`src/rtl/lanzones_pkg.sv`:
```
// Shared types and constants for the lanzones memory-side blocks.
package lanzones_pkg;
  typedef enum logic [1:0] {
    IDLE  = 2'd0,
    ISSUE = 2'd1,
    WAIT  = 2'd2
  } state_e;

  localparam logic PORT_FETCH = 1'b0;
  localparam logic PORT_LOAD  = 1'b1;

  localparam int DEF_AW = 32;
  localparam int DEF_DW = 32;
endpackage

```
`src/rtl/rr_arb2.sv`:
```
// Two-input picker: round-robin (mode=1) or fixed priority with port 1 winning (mode=0).
module rr_arb2
  import lanzones_pkg::*;
(
  input  logic [1:0] req_i,
  input  logic       last_i,
  input  logic       mode_i,
  output logic       gnt_idx_o
);
  always_comb begin
    gnt_idx_o = PORT_FETCH;
    // A tie goes to whichever port did not win last; a lone request always wins.
    if (mode_i && (&req_i)) gnt_idx_o = ~last_i;
    else if (req_i[1])      gnt_idx_o = PORT_LOAD;
  end
endmodule

```
`src/rtl/mem_rd_arbiter.sv`:
```
// Shares one memory read port between fetch (port 0) and load (port 1),
// one outstanding read at a time, with a response timeout.
module mem_rd_arbiter
  import lanzones_pkg::*;
#(
  parameter int AW      = DEF_AW,
  parameter int DW      = DEF_DW,
  parameter int RR      = 1,
  parameter int TIMEOUT = 16
) (
  input  logic          clk,
  input  logic          rst,
  input  logic          Req0,
  input  logic [AW-1:0] Addr0,
  output logic          Gnt0,
  output logic          Vld0,
  output logic [DW-1:0] Data0,
  input  logic          Req1,
  input  logic [AW-1:0] Addr1,
  output logic          Gnt1,
  output logic          Vld1,
  output logic [DW-1:0] Data1,
  output logic          RRdy,
  output logic [AW-1:0] RAddr,
  input  logic          RVld,
  input  logic [DW-1:0] RData,
  output logic          Err
);
  localparam int              TW      = $clog2(TIMEOUT) + 1;
  localparam logic [TW-1:0]   TMAX    = TW'(TIMEOUT - 1);
  localparam logic            RR_MODE = (RR != 0);

  state_e        state_q, state_d;
  logic          owner_q, owner_d;
  logic          rr_last_q, rr_last_d;
  logic [AW-1:0] raddr_q, raddr_d;
  logic [TW-1:0] timer_q, timer_d;
  logic          pick;

  rr_arb2 u_arb (
    .req_i     ({Req1, Req0}),
    .last_i    (rr_last_q),
    .mode_i    (RR_MODE),
    .gnt_idx_o (pick)
  );

  always_ff @(posedge clk) begin
    if (rst) begin
      state_q   <= IDLE;
      owner_q   <= PORT_FETCH;
      rr_last_q <= 1'b1;
      raddr_q   <= '0;
      timer_q   <= '0;
    end else begin
      state_q   <= state_d;
      owner_q   <= owner_d;
      rr_last_q <= rr_last_d;
      raddr_q   <= raddr_d;
      timer_q   <= timer_d;
    end
  end

  always_comb begin
    state_d   = state_q;
    owner_d   = owner_q;
    rr_last_d = rr_last_q;
    raddr_d   = raddr_q;
    timer_d   = timer_q;
    Gnt0      = 1'b0;
    Gnt1      = 1'b0;
    Vld0      = 1'b0;
    Vld1      = 1'b0;
    RRdy      = 1'b0;
    Err       = 1'b0;
    unique case (state_q)
      IDLE: begin
        // RVld here belongs to no transaction and is dropped.
        if (Req0 || Req1) begin
          owner_d = pick;
          raddr_d = pick ? Addr1 : Addr0;
          state_d = ISSUE;
        end
      end
      ISSUE: begin
        RRdy    = 1'b1;
        Gnt0    = (owner_q == PORT_FETCH);
        Gnt1    = (owner_q == PORT_LOAD);
        timer_d = '0;
        state_d = WAIT;
      end
      WAIT: begin
        // A response on the last allowed cycle still beats the abort.
        if (RVld) begin
          Vld0    = (owner_q == PORT_FETCH);
          Vld1    = (owner_q == PORT_LOAD);
          if (RR_MODE) rr_last_d = owner_q;
          state_d = IDLE;
        end else if (timer_q == TMAX) begin
          Err     = 1'b1;
          state_d = IDLE;
        end else begin
          timer_d = timer_q + TW'(1);
        end
      end
      default: state_d = IDLE;
    endcase
  end

  assign RAddr = raddr_q;
  assign Data0 = RData;
  assign Data1 = RData;
endmodule

```
`config.mk`:
```
export PLATFORM = sky130hd
export DESIGN_NAME = mem_rd_arbiter
export DESIGN_NICKNAME = d
export VERILOG_FILES = /design/src/rtl/lanzones_pkg.sv /design/src/rtl/rr_arb2.sv /design/src/rtl/mem_rd_arbiter.sv
export SDC_FILE = /design/constraint.sdc
export NUM_CORES = 1
export LEC_CHECK = 0
export CAP_MARGIN = 10
export CORE_ASPECT_RATIO = 1.5
export CORE_MARGIN = 10
export CORE_UTILIZATION = 29
export DETAILED_ROUTE_END_ITERATION = 8
export MAX_ROUTING_LAYER = met4
export PLACE_DENSITY = 0.85
export SETUP_SLACK_MARGIN = 0.15
export SLEW_MARGIN = 0
export SYNTH_ARGS = -nofsm -noshare
export SYNTH_HDL_FRONTEND = slang
export SYNTH_SLANG_ARGS = --single-unit
export TNS_END_PERCENT = 20
```
`constraint.sdc`:
```
create_clock -name clk -period 1.9 [get_ports clk]
set_input_delay 0.38 -clock clk [delete_from_list [all_inputs] [get_ports clk]]
set_output_delay 0.38 -clock clk [all_outputs]
set_load 0.01 [all_outputs]
```
==> impl_metrics.ini, run 1 <==
[synth]
ys_ff_latch = 41
yosysSeqAreaShare_pct = 34.0
synthTopCellsByArea = dfxtp_1, buf_4, mux2i_1
yosys_warnings = 0
synthCells = 264
synth_area_leader_cell = dfxtp_1
synth.avg_cell_area_um2 = 9.13
synth_top_cell_area_share_pct = 34.0
yosysUniqueCellTypes = 28
synth_fp_nets = 367
syn_area_mm2 = 0.00241

[status]
firstError = [ERROR DRT-0255] Maze Route cannot find path of net RData[28] in worker of routeBox ( 48300 0 ) ( 94450 48300 ).
status = did not finish
stop_stage = detailed routing (5_2_route)

[clocking]
cts.sinks = 41
root_buffer = clkbuf_16
cts_buffers = 5
hold_buffers = 0
htreeDepth = 2
cts_buffer_depth = 2

[global_route]
grt.total_usage_pct = 12.0
grt_max_degree = 42
grt_pass1_vias = 2293
globalRoute.totalOverflow = 0
grt_pass1_wl_mm = 11.5
antenna_found_initial = 1

[place]
place_congestion = 0.710
dpl.hpwl_mm = 5.70
io_buffers = 106

[die]
pin_count = 203
die_x_um = 94.5
start_util_pct = 29.9
die_y_um = 132
num_rows = 40

[timing]
worst-ep-kind = sequential cell input
crit_endpoint = timer_q[3]$_SDFFE_PP0P_/D
synth_stat cells:
master and instances:
and3_1 2, buf_6 3, a41oi_1 1, mux2i_1 32, or4b_1 1, nor3_1 1, inv_1 2, nor2_2 1
buf_2 9, o21ai_0 1, nor2b_1 1, or2_2 2, nand3_1 4, buf_4 65, a311oi_1 2, a211oi_1 32
nor4b_4 1, nand2_1 5, a21boi_1 1, ha_1 2, clkbuf_1 6, nand2b_1 4, and3b_1 1, a21oi_1 38
nor2_1 4, and2_1 1, a211o_1 1, dfxtp_1 41
layer usage:
metal,GRT usage (%)
met2,20.9
met3,2.85
met1,11.1
met4,8.01
met5,-
stage by stage:
step / hold WS [ns] / std cells / area, µm² / setup TNS (ns) / setup WS, ns
2_1_floorplan: 0.436 / 264 / 2420 / 0 / 0.171
3_3_place_gp: 0.457 / 407 / 3200 / -0.221 / -0.0901
3_5_place_dp: 0.470 / 407 / 3200 / -0.639 / -0.154
4_1_cts: 0.478 / 416 / 3380 / 0 / 0.000890
5_1_grt: 0.509 / 420 / 3480 / -0.0479 / -0.0479
cell families after synthesis:
| family | synth area share (%) |
|---|---|
| AO/OA/AOI/OAI | 19.8 |
| adder cells (fa/ha/maj) | 1.04 |
| multiplexers | 13.3 |
| flip-flops | 34.0 |
| buffers and inverters | 24.8 |
| AND/OR/NAND/NOR | 7.06 |
repair_timing:
action	in CTS	in global routing
setup endpoints to repair	12	12
setup buffers	1	3
pin swaps	1	10
resized for setup	14	21
==> run 2: changes to the inputs <==
--- a/config.mk
+++ b/config.mk
@@ -6,13 +6,10 @@
 export NUM_CORES = 1
 export LEC_CHECK = 0
 export CAP_MARGIN = 10
-export CORE_ASPECT_RATIO = 1.5
 export CORE_MARGIN = 10
-export CORE_UTILIZATION = 29
+export CORE_UTILIZATION = 33
 export DETAILED_ROUTE_END_ITERATION = 8
-export MAX_ROUTING_LAYER = met4
-export PLACE_DENSITY = 0.85
-export SETUP_SLACK_MARGIN = 0.15
+export PLACE_DENSITY_LB_ADDON = 0.15
 export SLEW_MARGIN = 0
 export SYNTH_ARGS = -nofsm -noshare
 export SYNTH_HDL_FRONTEND = slang
==> constraint.sdc (replaced) <==
create_clock -name clk -period 2.5 [get_ports clk]
set_input_delay 0.5 -clock clk [delete_from_list [all_inputs] [get_ports clk]]
set_output_delay 0.5 -clock clk [all_outputs]
set_load 0.01 [all_outputs]
==> run 2 against run 1 <==
  * The flow now finishes without violations
  * Synthesized area unchanged
  * Synthesized cell count unchanged
  * Global-route usage down 0.32 points
==> impl_metrics.ini, run 2 <==
[detailed_routing]
avgViaCountPerCell = 4.71
wire_per_inst_um = 16.5
routed_wl_mm = 6.64
firstDrtPassIters = 4
final_antenna_net_count = 0
drtIter0Drc = 29
drc_errors = 0
vias = 1892

[synth]
synth_edf_count = 0
async_flop_share_pct = 0
synth_top_cell_area_share_pct = 34.0
yosysUniqueCellTypes = 28
ys_top_cells_by_count = buf_4, dfxtp_1, a21oi_1
synthTopCellsByArea = dfxtp_1, buf_4, mux2i_1
synth_fp_nets = 367
yosysMostFrequentCell = buf_4
synth_area_leader_cell = dfxtp_1
synth.avg_cell_area_um2 = 9.13
synthCells = 264
synth-main-ff-cell = dfxtp_1
ys_ff_latch = 41
syn_area_mm2 = 0.00241
yosysSeqAreaShare_pct = 34.0
yosys_warnings = 0

[global_route]
grt.total_usage_pct = 11.6
grt_pass1_wl_mm = 10.6
grt_max_degree = 34
grt_pass1_vias = 2007
antenna_found_initial = 0
globalRoute.totalOverflow = 0

[layout]
fillers = 718
fin_area_mm2 = 0.00317
stdcell_count = 402
final_nets = 405
layout_commonest_cell = clkdlybuf4s50_1
postLayoutCoreUtil_pct = 44.2
mostFrequentLayoutCells = clkdlybuf4s50_1, dfxtp_1, a21oi_1
diodes = 0
largest_reg_flops = 32
drive_above_1_share_pct = 7.92
syn_to_final_growth_pct = 31.6

[timing]
hold_violations = 0
period_share_pct = 93.4
worst_slew_pin_slew_ns = 1.05
finalSetupTns_ns = 0
rsz0062_at_grt = false
setup_viol = 0
fin_crit_ns = 2.33
fmax_mhz = 428
fin_skew_ns = 0.00532
slew_headroom_pct = 30.1
drv_slew = 0

[setup_path]
cp-end-kind = primary output
crit_arrival_ns = 1.83
cp_cell_sequence = clkdlybuf4s50_1 -> and3_1 -> clkdlybuf4s50_1
cp.required_ns = 2.00
crit_top_cell = clkdlybuf4s50_1
cp_slowest_cell = clkdlybuf4s50_1
crit_fanout = 5
r2r_cells = 4
critical_path_class = input pin to primary output
cp_slowest_stage_delay_ns = 0.57
r2r_slack_ns = 0.44
r2r-end = RAddr[4]
timing.rr.start = state_q[0]
cp-start-kind = input pin

[clocking]
cts_setup_buffers = 0
cts.sinks = 41
hold_buffers = 0
cts_buffers = 5
clk_pin_slew_ns = 0.08
clock_latency_ns = 0.29
cts_tree = done
root_buffer = clkbuf_8
cts_buffer_depth = 2
htreeDepth = 2

[die]
num_rows = 31
die_y_um = 105
start_util_pct = 33.6
core_area_mm2 = 0.00718
die_x_um = 105
pin_count = 203
die_area_mm2 = 0.0111

[power]
power.leakage_uw = 0.00117
max-vdd-ir-drop_mv = 0.228
p_total_uw = 1720
power_density_mw_per_mm2 = 541

[place]
dp.cells = 394
dpl.hpwl_mm = 5.13
io_buffers = 106
place_congestion = 0.736
placed_area_mm2 = 0.00308

[hold_path]
holdPathEnd = timer_q[4]
worstHoldStart = timer_q[4]
hold_depth = 2
hp-class = flip-flop to flip-flop

[job]
maxCapViolCount = 0

[status]
status = complete, no violations
run 2: kinds of logic after synthesis:
| family | after synthesis | synth area share, % |
|---|---|---|
| flip-flops | 41 | 34.0 |
| AO/OA/AOI/OAI | 76 | 19.8 |
| buffers and inverters | 85 | 24.8 |
| multiplexers | 32 | 13.3 |
| AND/OR/NAND/NOR | 28 | 7.06 |
| adder cells (fa/ha/maj) | 2 | 1.04 |
run 2: report_power, final:
group          internal (µW)  leakage, µW  switching (µW)
clock                    193    0.0000439             232
sequential               723     0.000340            38.8
combinational            302     0.000783             227
total                   1220      0.00117             498
run 2: worst max-delay path, delay by kind of cell:
| kind | cells | cell delay (ns) |
|---|---|---|
| AND/OR/NAND/NOR | 1 | 0.21 |
| buffers and inverters | 2 | 1.12 |
run 2: how the worst max path moves through the flow:
stage	start	endpoint	slack (ns)	depth (start not counted)
after floorplan	timer_q[0]	timer_q[2]	0.69	6
after global placement	Req1	RAddr[4]	0.11	5
after detailed placement	Req1	RAddr[4]	0.06	5
after CTS	timer_q[1]	Err	0.01	5
after global routing	RVld	Vld0	0.08	4
final	RVld	Vld1	0.17	3
run 2: routing by layer:
layer	vias up	global-route usage [%]	part of all wire, %
met5	-	0	0
met4	0	5.39	3.1
met3	33	7.06	12
met2	81	17.6	43
met1	828	12.7	41
li1	950	-	-
run 2: stage by stage:
| stage | setup slack (ns) | hold slack, ns |
|---|---|---|
| floorplan | 0.690 | 0.436 |
| global placement | 0.106 | 0.454 |
| detailed placement | 0.0644 | 0.473 |
| CTS | 0.0114 | 0.484 |
| global route | 0.0813 | 0.509 |
| finish | 0.166 | 0.479 |
run 2: area by class of cell:
cell class / count / area, µm² / area share, %
Multi-Input combinational cell: 138 / 1010 / 31.8
Clock inverter: 3 / 17.5 / 0.552
Sequential cell: 41 / 822 / 25.9
Timing Repair Buffer: 114 / 1120 / 35.4
Inverter: 2 / 7.51 / 0.237
Tap cell: 99 / 124 / 3.90
Clock buffer: 5 / 68.8 / 2.17
run 2: what timing repair did:
action                                  4_1_cts  5_1_grt
pin swaps                                     0        0
resized for setup                             2        1
endpoints found under the setup margin        1        1
gates cloned                                  0        0
Power figures use the tool's default switching activity.
